$ cat config.mk
export PLATFORM = sky130hd
export DESIGN_NAME = instr_fetch_queue
export DESIGN_NICKNAME = d
export VERILOG_FILES = /design/src/rtl/instr_fetch_queue.sv
export SDC_FILE = /design/constraint.sdc
export NUM_CORES = 1
export LEC_CHECK = 0
export CAP_MARGIN = 0
export CORE_MARGIN = 4
export CORE_UTILIZATION = 49
export DETAILED_ROUTE_END_ITERATION = 16
export PLACE_DENSITY = 0.68
export SETUP_SLACK_MARGIN = 0.5
export SLEW_MARGIN = 20
export SYNTH_ARGS = -nofsm -noshare
export SYNTH_HDL_FRONTEND = slang
export SYNTH_SLANG_ARGS = --single-unit
$ cat constraint.sdc
create_clock -name clk -period 7.4 [get_ports clk]
set_input_delay 1.11 -clock clk [delete_from_list [all_inputs] [get_ports clk]]
set_output_delay 1.11 -clock clk [all_outputs]
set_load 0.02 [all_outputs]
$ cat src/rtl/instr_fetch_queue.sv
// Instruction-fetch unit: owns the fetch PC, issues reads to a synchronous imem and
// buffers returned words with their PC in a prefetch FIFO drained by decode.
module instr_fetch_queue #(
  parameter int unsigned         DATA_W   = 32,
  parameter int unsigned         ADDR_W   = 10,
  parameter int unsigned         DEPTH    = 4,
  parameter logic [ADDR_W-1:0]   RESET_PC = '0
) (
  input  logic                         clk,
  input  logic                         reset,
  input  logic                         redirect_valid,
  input  logic [ADDR_W-1:0]            redirect_pc,
  output logic                         imem_en,
  output logic [ADDR_W-1:0]            imem_addr,
  input  logic [DATA_W-1:0]            imem_rdata,
  output logic                         out_valid,
  input  logic                         out_ready,
  output logic [DATA_W-1:0]            out_instr,
  output logic [ADDR_W-1:0]            out_pc,
  output logic [$clog2(DEPTH+1)-1:0]   fetch_count
);

  localparam int unsigned CNT_W = $clog2(DEPTH + 1);
  localparam int unsigned PTR_W = $clog2(DEPTH);

  logic [ADDR_W-1:0] fetch_pc;
  logic [ADDR_W-1:0] req_pc;
  logic              inflight;
  logic [PTR_W-1:0]  rd_ptr;
  logic [PTR_W-1:0]  wr_ptr;
  logic [CNT_W-1:0]  count;
  logic [DATA_W-1:0] q_instr [DEPTH];
  logic [ADDR_W-1:0] q_pc    [DEPTH];

  logic              pop;
  logic              fill;
  logic [CNT_W:0]    credit;

  // Issue gating counts the outstanding read as occupied so the queue never overflows.
  always_comb begin
    out_valid   = !reset && (count != '0);
    pop         = out_valid && out_ready;
    credit      = (CNT_W+1)'(count) + (CNT_W+1)'(inflight) - (CNT_W+1)'(pop);
    imem_en     = !reset && !redirect_valid && (credit < (CNT_W+1)'(DEPTH));
    imem_addr   = fetch_pc;
    fill        = inflight && !redirect_valid;
    out_instr   = out_valid ? q_instr[rd_ptr] : '0;
    out_pc      = out_valid ? q_pc[rd_ptr]    : '0;
    fetch_count = reset ? '0 : count;
  end

  // Control state; redirect flushes queue and drops the response arriving this cycle.
  always_ff @(posedge clk) begin
    if (reset) begin
      fetch_pc <= RESET_PC;
      req_pc   <= '0;
      inflight <= 1'b0;
      rd_ptr   <= '0;
      wr_ptr   <= '0;
      count    <= '0;
    end else if (redirect_valid) begin
      fetch_pc <= redirect_pc;
      inflight <= 1'b0;
      rd_ptr   <= '0;
      wr_ptr   <= '0;
      count    <= '0;
    end else begin
      inflight <= imem_en;
      if (imem_en) begin
        fetch_pc <= fetch_pc + ADDR_W'(1);
        req_pc   <= fetch_pc;
      end
      if (fill) wr_ptr <= wr_ptr + PTR_W'(1);
      if (pop)  rd_ptr <= rd_ptr + PTR_W'(1);
      if (fill && !pop)      count <= count + CNT_W'(1);
      else if (!fill && pop) count <= count - CNT_W'(1);
    end
  end

  // Queue storage: instruction word paired with the PC it was fetched from.
  always_ff @(posedge clk) begin
    if (!reset && fill) begin
      q_instr[wr_ptr] <= imem_rdata;
      q_pc[wr_ptr]    <= req_pc;
    end
  end

endmodule

Yosys cells after proc, flatten, opt, wreduce, memory -nomap -nowiden --
Memories as Yosys holds them, arrays and structs flattened. A register that Yosys moved wholly into a read port is not among the register bits. Index checks and enable logic that the tools add are counted.
Word-level totals: flip-flop bits (word level) 28, RAM bits 168, output and inout bits 57, logic and storage cells 47, memories 2
Memory list:
- q_instr | words 4, bits a word 32, read ports 1, clocked after memory_dff 1, wr ports 1, line 32 | logic [DATA_W-1:0] q_instr [DEPTH];
- q_pc | words 4, bits a word 10, read ports 1, clocked after memory_dff 1, wr ports 1, line 33 | logic [ADDR_W-1:0] q_pc [DEPTH];
Operators by class: add/sub/neg operators 7, order comparisons 1, multiplexer cells 13, bitwise logic cells 1, reduce and logical (&&, ||, !) cells 17
Operators with widths (number):
- $mux 32 | 1
- $mux 10 | 3
- $add 10x1->10 const B | 1
- $mux 3 | 3
- $logic_and 1x1->1 | 8
- $mux 2 | 4
- $add 2x1->2 const B | 2
- $add 3x1->4 | 1
- $logic_not 1->1 | 4
- $lt 4x3->1 const B | 1
- $reduce_bool 2->1 | 2
- $sub 4x1->4 | 1
- $add 3x1->3 const B | 1
- $reduce_bool 3->1 | 1
- $sub 3x1->3 const B | 1
- $mux 1 | 2
- $reduce_and 2->1 | 1
- $reduce_or 2->1 | 1
- $not 1->1 | 1

Longest topological paths before layout --
depth after elaboration 8, gate-level depth with buffers 13, gate-level depth less buffers 12

Worst setup path before layout --
OpenSTA, ideal clock, no wires.
path kind input to output, start point in reset, end point out imem_en, arrival 3.177 ns, data required time 6.290 ns, path slack 3.113 ns, cell stages on the path 11, cells stage by stage clkbuf_1 -> a31oi_1 -> nand2_1 -> inv_1 -> ha_1 -> inv_1 -> ha_1 -> and3b_1 -> a211o_1 -> a21oi_1 -> buf_4
Between the ends: word-level cells in the longest chain between the ends 6, elaborated cells on any way between the ends 7
Ends and longest elaborated chain:
- start, declared | line 10 | input logic reset,
- $logic_not 1->1 | line 41 | out_valid = !reset && (count != '0);
- $logic_and 1x1->1 | line 41
- $logic_and 1x1->1 | line 42 | pop = out_valid && out_ready;
- via pop | line 35 | logic pop;
- $sub 4x1->4 | line 43 | credit = (CNT_W+1)'(count) + (CNT_W+1)'(inflight) - (CNT_W+1)'(pop);
- $lt 4x3->1 | line 44 | imem_en = !reset && !redirect_valid && (credit < (CNT_W+1)'(DEPTH));
- $logic_and 1x1->1 | line 44
- end, declared | line 13 | output logic imem_en,
The timed path passes the listed nets, and every way through them passes these cells.

Worst setup path after layout --
Same ends and word-level chain as after synthesis.

==> implementation parameters <==
Parameter                              Value

Worst hold path
  Hold Path Class ... flop to flop

Logic synthesis
  Post-Synthesis Net Count ... a little under 500
  Cell variety after synth ... 39
  Post-synth top area cell ... sky130_fd_sc_hd__edfxtp_1
  Instance count of the mapped netlist ... 432
  Main flop type after synthesis ... sky130_fd_sc_hd__edfxtp_1
  Proportion of synthesized chip area in sequential cells ... 0.722
  Yosys warnings ... 0
  Post-synthesis register bit count ... 198
  Ranking of synthesized cells by area ... sky130_fd_sc_hd__edfxtp_1, sky130_fd_sc_hd__mux4_2, sky130_fd_sc_hd__dfxtp_1
  Count of flip-flops with a built-in enable after synthesis ... between 150 and 200
  FFs w/ async S/R, synth ... 0
  Average size of a mapped cell ... 18.1 um2
  Most instantiated cells after synthesis ... sky130_fd_sc_hd__edfxtp_1, sky130_fd_sc_hd__and2_1, sky130_fd_sc_hd__mux4_2, sky130_fd_sc_hd__dfxtp_1, sky130_fd_sc_hd__nor2_1
  Netlist area before placement ... slightly below 8000 um2
  Top-count cell post-synth ... sky130_fd_sc_hd__edfxtp_1
  Fraction of post-synthesis cell area in the top cell type by area ... 0.645

Place
  DP Worst Slack ... 1.99 ns
  Routability-driven placement congestion ratio ... ~0.77
  Port Buffer Count ... 102
  Final HPWL DP ... 8.61 mm

GRT
  Wire length of the first global-routing pass ... 22.8 mm
  Global routing usage summed across all routing layers ... 0.165
  Total gr overflow ... 0
  Via count of the first global-routing pass ... 4,325
  Initial antenna violation count ... 0
  Largest net degree at the start of global routing ... 45

Clock network
  Clock Sink Count ... 198
  Maximum clock insertion buffer count ... 2
  # resized after CTS ... 0
  Worst-Skew Late Latency ... 0.42 ns
  H-tree depth reported by CTS ... 4
  Clock transition at path regs ... 0.07 ns
  TritonCTS clock tree ... yes
  Number of post-CTS setup repair buffers ... 0
  TritonCTS buffer count ... 17
  Cell at the root of the clock tree ... sky130_fd_sc_hd__clkbuf_16
  Cts-stage hold buffer count ... 0

Timing
  Final Hold Violating Endpoints ... 0
  Unrepaired setup endpoints after global routing ... no
  Fmax ... roughly 0.18 GHz
  Post-Route Setup TNS ... 0 ns
  Worst Max-Slew Pin Slew ... roughly 0.86 ns
  Setup WS post-layout ... 1.95 ns
  Final critical-path required period ... about 5.4 ns
  Slew margin rel. ... 0.428
  Share of the clock period used by the worst path ... 0.736
  Fin. max-slew vios ... 0
  Final-report setup violation count ... 0
  Clk_skew ... 0.00460 ns

Setup path
  Maximum fanout encountered on the critical timing path ... 26
  Critical path buffers and inverters ... 6
  CP max stage cell ... sky130_fd_sc_hd__o211ai_1
  Kind of end point of the critical path ... output port
  Arrival time at the worst endpoint ... 4.34 ns
  Launching element type of the critical path ... input pin
  Worst setup path class ... input pin to output port
  Critical-path cell list ... clkdlybuf4s50_1 -> buf_4 -> a31oi_4 -> nand2_1 -> inv_1 -> ha_1 -> inv_1 -> ha_1 -> and3b_1 -> o211ai_1 -> a21oi_1 -> buf_4 -> clkdlybuf4s50_1
  Cell family contributing the most delay on the critical path ... buffers and inverters
  Maximum single-stage delay on the critical path ... 0.68 ns
  Worst-case register-to-register setup slack ... 4.42 ns
  Endpoint required time on the critical path ... about 6.3 ns

Cells and area
  Nets@finish ... 594
  Area growth from synthesis to final layout ... 23.2%
  Share of cells above drive strength 1 ... 0.167
  FILL cells ... 1,124
  Diodes inserted ... 0

Detailed routing
  Vias after detailed routing ... 4,054
  Post-route antenna net violation count ... 0
  Vias per cell ... 5.32
  Total routed wirelength ... 14.1 mm
  Routed wire per std cell ... 18.5 um
  Number of iterations in the first detailed-routing pass ... 4
  DRC marker count from the first detailed-route iteration ... 313
  Post-detailed-route DRC marker count ... 0

Floorplanning
  Area enclosed by the die boundary ... 18,000 um2
  Number of placement rows ... 45
  Starting density of the core ... 0.507
  Vert. Die Dim ... 134 um
  Die X ... 134 um
  I/O pin total ... between 100 and 150
  Core area ... 15,400 um2

Job
  Max Cap Violations ... 0

Power
  Power per cell area ... roughly 230 nW/um2
  Total Power ... ~2.2 mW
  Leakage power total ... 3.11 nW
  VDD IR max ... between 0.00015 and 0.0002 V

Status
  Result of the run ... completed
## layout make-up
class | count | area [um2] | area share
Sequential cell | 198 | 5650 | 0.587
Multi-Input combinational cell | 202 | 2050 | 0.212
Timing Repair Buffer | 110 | 1080 | 0.112
Clock buffer | 19 | 464 | 0.0482
Tap cell | 211 | 264 | 0.0274
Clock inverter | 13 | 88.8 | 0.00923
Inverter | 9 | 33.8 | 0.00351
## stage by stage
| step | instances | instance area, um2 | utilization | hold slack (ns) |
|---|---|---|---|---|
| floorplan | 432 | 7820 | - | 0.459 |
| global placement | 730 | 9070 | 0.588 | 0.482 |
| detailed placement | 730 | 9070 | 0.588 | 0.498 |
| CTS | 762 | 9630 | 0.624 | 0.515 |
| global route | 762 | 9630 | 0.624 | 0.526 |
| finish | 762 | 9630 | 0.624 | 0.516 |
## cells by family after synthesis
kind of cell	share of synthesized area
buffers and inverters	0.0186
muxes	0.136
DFF	0.722
xor gates and xnor gates	0.0157
adders and majority gates	0.0170
AOI/OAI and AO/OA	0.0229
and+or+nand+nor	0.0672
## per-layer routing
layer / part of all wire / GRT usage / vias up
li1: - / - / 1885
met3: 0.055 / 0.0424 / 15
met4: 0.013 / 0.0520 / 0
met2: 0.49 / 0.266 / 110
met5: 0 / 0 / -
met1: 0.44 / 0.223 / 2044
## final timing paths
check	start	endpoint	depth (start not counted)
setup / recovery	reset	imem_en	13
hold / removal	req_pc[5]	q_pc[1][5]	0
setup reg to reg	count[1]	req_pc[6]	13
hold reg to reg	req_pc[5]	q_pc[1][5]	0
## registers in the layout, indices dropped and copies added (netlist names), named ones only
name,count
count,3
imem_addr,10
inflight,1
q_instr,128
q_pc,40
rd_ptr,2
req_pc,10
wr_ptr,2
## power by group
part	total [mW]	internal (mW)	leakage [nW]	switching [mW]
clock network	0.856	0.463	0.286	0.393
registers	1.24	1.22	1.78	0.0166
logic	0.134	0.0693	1.05	0.0642
## placed cells by master, fill, tap and decap left out, types with 5 or more instances in the layout
cell	Yosys	layout
sky130_fd_sc_hd__buf_4	1	8
sky130_fd_sc_hd__nand2_1	5	5
sky130_fd_sc_hd__and2_1	42	42
sky130_fd_sc_hd__xnor2_1	10	10
sky130_fd_sc_hd__a211oi_1	7	7
sky130_fd_sc_hd__nor2_1	29	29
sky130_fd_sc_hd__inv_4	0	7
sky130_fd_sc_hd__dfxtp_1	30	28
sky130_fd_sc_hd__clkbuf_16	0	18
sky130_fd_sc_hd__mux2i_1	12	12
sky130_fd_sc_hd__edfxtp_1	168	168
sky130_fd_sc_hd__nand3_1	7	7
sky130_fd_sc_hd__a21oi_1	9	9
sky130_fd_sc_hd__ha_1	9	9
sky130_fd_sc_hd__clkdlybuf4s50_1	0	102
sky130_fd_sc_hd__mux4_2	42	42
sky130_fd_sc_hd__inv_1	8	8
(Power assumes the default switching activity.)
